==> src/rtl/usb_tx_pkg.sv <==
// Shared definitions for the USB transmit serializer and bit-stuff counter.
package usb_tx_pkg;

  typedef enum logic [2:0] {
    ST_IDLE,
    ST_SYNC,
    ST_DATA,
    ST_STUFF,
    ST_EOP
  } tx_state_t;

  localparam logic [7:0]  USB_SYNC_BYTE = 8'h80;
  localparam int unsigned USB_STUFF_LEN = 6;

endpackage

==> src/rtl/usb_bitstuff_counter.sv <==
// Counts consecutive 1s on a serial bit stream and flags when the bit
// currently presented completes a run that must be followed by a stuffed 0.
module usb_bitstuff_counter
  import usb_tx_pkg::*;
#(
  parameter int unsigned STUFF_LEN = USB_STUFF_LEN
) (
  input  logic gclk,
  input  logic reset_l,
  input  logic clr,
  input  logic bit_valid,
  input  logic bit_in,
  output logic stuff_next
);

  localparam int unsigned CNT_W = $clog2(STUFF_LEN + 1);

  logic [CNT_W-1:0] ones_cnt;

  // ones_cnt counts the 1s before the current bit, so a 1 now at STUFF_LEN-1 completes the run
  assign stuff_next = bit_valid && bit_in && (ones_cnt == CNT_W'(STUFF_LEN - 1));

  always_ff @(posedge gclk or negedge reset_l) begin
    if (!reset_l) begin
      ones_cnt <= '0;
    end else if (clr) begin
      ones_cnt <= '0;
    end else if (bit_valid) begin
      if (bit_in) ones_cnt <= ones_cnt + CNT_W'(1);
      else        ones_cnt <= '0;
    end
  end

endmodule

==> src/rtl/usb_tx_bitstuff_serializer.sv <==
// USB transmit serializer: SYNC prefix, LSB-first byte shifting with
// bit stuffing, and end-of-packet signalling toward the NRZI/EOP stages.
module usb_tx_bitstuff_serializer
  import usb_tx_pkg::*;
#(
  parameter logic [7:0]  SYNC_PATTERN = USB_SYNC_BYTE,
  parameter int unsigned STUFF_LEN    = USB_STUFF_LEN
) (
  input  logic       gclk,
  input  logic       reset_l,
  input  logic       tx_valid,
  input  logic [7:0] tx_data,
  output logic       tx_ready,
  output logic       start_txd,
  output logic       tx_data_in,
  output logic       tx_eop
);

  tx_state_t  state;
  logic [2:0] bit_cnt;
  logic [6:0] shift_reg;
  logic       stuff_last;
  logic       stuff_next;

  usb_bitstuff_counter #(
    .STUFF_LEN (STUFF_LEN)
  ) u_stuff (
    .gclk       (gclk),
    .reset_l    (reset_l),
    .clr        (state == ST_EOP),
    .bit_valid  (start_txd),
    .bit_in     (tx_data_in),
    .stuff_next (stuff_next)
  );

  // Ready marks the final cycle of a unit; a pending stuff pushes it onto the STUFF cycle.
  always_comb begin
    tx_ready = 1'b0;
    unique case (state)
      ST_SYNC, ST_DATA: tx_ready = (bit_cnt == 3'd7) && !stuff_next;
      ST_STUFF:         tx_ready = stuff_last;
      default:          tx_ready = 1'b0;
    endcase
  end

  always_ff @(posedge gclk or negedge reset_l) begin
    if (!reset_l) begin
      state      <= ST_IDLE;
      bit_cnt    <= '0;
      shift_reg  <= '0;
      stuff_last <= 1'b0;
      start_txd  <= 1'b0;
      tx_data_in <= 1'b1;
      tx_eop     <= 1'b0;
    end else if (tx_ready) begin
      if (tx_valid) begin
        state      <= ST_DATA;
        bit_cnt    <= '0;
        tx_data_in <= tx_data[0];
        shift_reg  <= tx_data[7:1];
      end else begin
        state      <= ST_EOP;
        start_txd  <= 1'b0;
        tx_data_in <= 1'b1;
        tx_eop     <= 1'b1;
      end
    end else begin
      unique case (state)
        ST_IDLE: begin
          if (tx_valid) begin
            state      <= ST_SYNC;
            bit_cnt    <= '0;
            start_txd  <= 1'b1;
            tx_data_in <= SYNC_PATTERN[0];
          end
        end
        ST_SYNC, ST_DATA: begin
          if (stuff_next) begin
            state      <= ST_STUFF;
            tx_data_in <= 1'b0;
            stuff_last <= (bit_cnt == 3'd7);
          end else begin
            bit_cnt <= bit_cnt + 3'd1;
            if (state == ST_SYNC) begin
              tx_data_in <= SYNC_PATTERN[bit_cnt + 3'd1];
            end else begin
              tx_data_in <= shift_reg[0];
              shift_reg  <= {1'b0, shift_reg[6:1]};
            end
          end
        end
        ST_STUFF: begin
          state      <= ST_DATA;
          bit_cnt    <= bit_cnt + 3'd1;
          tx_data_in <= shift_reg[0];
          shift_reg  <= {1'b0, shift_reg[6:1]};
        end
        ST_EOP: begin
          state  <= ST_IDLE;
          tx_eop <= 1'b0;
        end
        default: state <= ST_IDLE;
      endcase
    end
  end

endmodule

==> config.mk <==
export PLATFORM = sky130hd
export DESIGN_NAME = usb_tx_bitstuff_serializer
export DESIGN_NICKNAME = d
export VERILOG_FILES = /design/src/rtl/usb_tx_pkg.sv /design/src/rtl/usb_bitstuff_counter.sv /design/src/rtl/usb_tx_bitstuff_serializer.sv
export SDC_FILE = /design/constraint.sdc
export NUM_CORES = 1
export LEC_CHECK = 0
export ABC_AREA = 1
export CAP_MARGIN = 20
export CORE_MARGIN = 2
export CORE_UTILIZATION = 54
export CTS_CLUSTER_DIAMETER = 100
export DETAILED_ROUTE_END_ITERATION = 16
export GPL_TIMING_DRIVEN = 0
export PLACE_DENSITY_LB_ADDON = 0.2
export SYNTH_ARGS = -nofsm -noshare
export SYNTH_HDL_FRONTEND = slang
export SYNTH_HIERARCHICAL = 1
export SYNTH_SLANG_ARGS = --single-unit
export TNS_END_PERCENT = 1
==> constraint.sdc <==
create_clock -name gclk -period 2.1 [get_ports gclk]
set_input_delay 0.21 -clock gclk [delete_from_list [all_inputs] [get_ports gclk]]
set_output_delay 0.21 -clock gclk [all_outputs]
set_load 0.01 [all_outputs]
==> key figures <==
Status
  – Status: completed

STA
  – Final setup violation count: 0
  – Fin. Hold Viols: 0
  – Pins Over Slew Limit: 0
  – Crit share post-route: 0.8894
  – Final min period: between 1.5 and 2 ns
  – Hold slack: roughly 0.38 ns
  – Least-Margin Pin Slew: 0.8679 ns
  – RSZ-0062 raised after global routing: false
  – Relative slew slack: 0.4196
  – Top achievable clock speed: 535.4 MHz
  – Post-route clock skew: about 0.0086 ns

Synthesis
  – Post-Synth Simple-Gate Area: 0.4023
  – Multiplexer share of the synthesized area: 0
  – Compound-Gate Fraction of Synth Area: 0.04435
  – Sequential element share of the synthesized area: 0.4234
  – Yosys reg bits: 20
  – Synth warn: 6
  – Synth Area in Adders: 0.05280
  – Unique masters post-synth: 19
  – Post-Syn Area: 0.001185 mm²
  – Largest family of logic cells by synthesized area: simple AND/OR/NAND/NOR gates
  – Post-synthesis xor/xnor area fraction: 0.007392
  – Avg Inst Size Synth: roughly 7.3 µm²
  – Syn_nets: around 180
  – Synthesized netlist cell count: 162

Pwr
  – Pint: around 0.96 mW
  – Clk network pwr share: 0.132
  – Sw Share: 0.4410
  – IR drop worst, VDD: just over 800 µV
  – Pwr Density: approximately 1200 mW/mm²
  – Sequential power share: 0.373
  – P_leak: 0.7847 nW
  – Psw: roughly 0.76 mW
  – Overall Power: 1.723 mW
  – Comb power frac: 0.495

Critical path
  – Critical Path RT: 1.89 ns
  – CP startpoint kind: register
  – Critical path class: reg -> out
  – Reg-to-reg setup timing slack: 0.27 ns
  – Crit end category: output port
  – Maximum net fanout on the critical path: 10
  – Worst reg2reg endpoint: shift_reg[4]
  – Worst reg2reg startpoint: tx_data_in
  – CP startpoint: tx_data_in
  – Worst setup path endpoint: tx_ready
  – Worst reg2reg path depth: 10
  – Crit path DAT: ~1.7 ns

Placement
  – Placer Congestion: between 0.9 and 1
  – # placed instances: 203
  – Quantity of I/O buffers inserted on ports: 14
  – Area after DPL: about 0.0014 mm²
  – Post-DP HPWL: around 1900 µm

Min path
  – Hold Crit Class: in -> async

Clock tree
  – H-tree depth: 1
  – Cts hold-fix bufs: 0
  – Clk pin slew, worst setup/hold paths: approximately 0.12 ns
  – CTS Buffer Depth: 2
  – Clock Sinks: 20
  – Worst skew pair latency: 0.31 ns
  – CTS tree: built
  – Cts bufs inserted: 3
  – Clock Tree Root: clkbuf_4

Layout
  – Share of layout cells above drive strength 1: 0.1413
  – Synth-to-Final Area Change: 21.12%
  – Commonest cells after routing, fill and taps aside: 64 x nand2_1, 23 x nand3_1, 19 x dfrtp_1, 14 x inv_1, 13 x clkdlybuf4s50_1
  – Fin nets: 201
  – Max reg flops: 7
  – Antenna diodes: 0
  – Final non-filler cell total: 211
  – Commonest non-fill, non-tap cell in the layout: nand2_1
  – Final instance area: between 0.001 and 0.0015 mm²

Detailed routing
  – 1st-pass router iterations: 4
  – Vias per inst: 5.185
  – Number of remaining DRC errors: 0
  – Via count: between 1,000 and 1,500
  – Post-Route WL: roughly 2600 µm
  – Routed Antenna Nets: 0
  – Wire length per cell: around 12 µm
  – DRT iter0 DRCs: 19

Die
  – Ports: 15
  – Initial Utilization: 0.5860
  – DIE HEIGHT: about 51 µm
  – Die Footprint: 0.002585 mm²
  – Core area: about 0.002 mm²
  – Die X-Extent: ~51 µm
  – Row count: 16

GRT
  – Grt ovf: 0
  – Total track usage: 0.2379
  – First-pass GRT wire length: around 4500 µm
  – Initial antenna violation count: 0
  – Vias in the first global route: about 1,100
  – Pin count of the biggest net entering global routing: 21

Run
  – Max cap viols: 0
==> synthesized netlist by cell type <==
master,number,area share
nand3b_1,3,0.019
nand2_2,2,0.011
buf_6,1,0.0095
a21oi_2,2,0.015
nand3_1,24,0.10
xor2_1,1,0.0074
nand3_2,1,0.0084
nand4_2,1,0.011
nand2_1,64,0.20
o21ai_1,2,0.0084
inv_1,14,0.044
nor2_1,11,0.035
o21ai_0,4,0.017
dfstp_2,1,0.022
nand3_4,1,0.015
ha_1,5,0.053
a21oi_1,1,0.0042
dfrtp_1,19,0.40
inv_2,5,0.016
==> metrics by stage <==
| stage | setup TNS (ns) | utilization | worst slack (ns) |
|---|---|---|---|
| after CTS | 0 | 0.7079 | 0.02542 |
| after global routing | 0 | 0.7098 | 0.1107 |
| after global placement | -0.04249 | 0.6720 | -0.04249 |
| after floorplan | 0 | - | 0.4963 |
| after detailed placement | -0.05633 | 0.6720 | -0.05633 |
| final | 0 | 0.7098 | 0.2323 |
==> cells by family after synthesis <==
kind of cell | count (synthesis)
xor gates and xnor gates | 1
and+or+nand+nor | 107
DFF | 20
adders and majority gates | 5
AOI/OAI and AO/OA | 9
buffers and inverters | 20
==> layout make-up <==
cell class	count	area, µm²
Multi-Input combinational cell	122	615.6
Fill cell	170	586.8
Sequential cell	20	501.7
Timing Repair Buffer	18	165.2
Inverter	19	71.32
Clock buffer	4	36.28
Tap cell	27	33.78
Buffer	1	11.26
==> timing repair <==
action	CTS	global route
hold endpoints to repair	0	0
setup endpoints to repair	1	8
buffers inserted	4	0
pin swaps	2	1
resized for setup	3	4
==> power groups by stage <==
stage	Clock [mW]	Sequential (mW)	Combinational, mW
final	0.227	0.643	0.853
after global routing	0.253	0.662	0.981
after CTS	0.236	0.644	0.844
after detailed placement	0	0.655	0.806
after global placement	0	0.644	0.770
after floorplan	0	0.637	0.581
==> per-layer routing <==
layer	wire length, µm	up-vias	global-route usage	share of wire
li1	-	554	-	-
met1	1132	507	0.2849	0.44
met2	1313	28	0.4342	0.51
met3	97	5	0.03509	0.038
met4	39	0	0.08108	0.015
met5	0	-	0	0
==> worst max-delay path, cell delays in order, from the launching register on <==
cell and delay [ns]:
dfstp_2 0.59, nand2_1 0.09, nor2_2 0.18, nor2_2 0.07
nand3_4 0.09, nand2_4 0.06, buf_6 0.15, clkbuf_2 0.12
==> worst min-delay path by stage <==
stage                            start            to  slack [ns]  depth (start not counted)
after global routing           reset_l        tx_eop        0.46                          1
after CTS                      reset_l      state[2]        0.42                          1
final                          reset_l      state[2]        0.38                          1
after detailed placement  shift_reg[5]  shift_reg[5]        0.47                          2
after floorplan                reset_l    bit_cnt[0]       -0.09                          0
after global placement    shift_reg[1]  shift_reg[1]        0.46                          2
(Power assumes the default switching activity.)
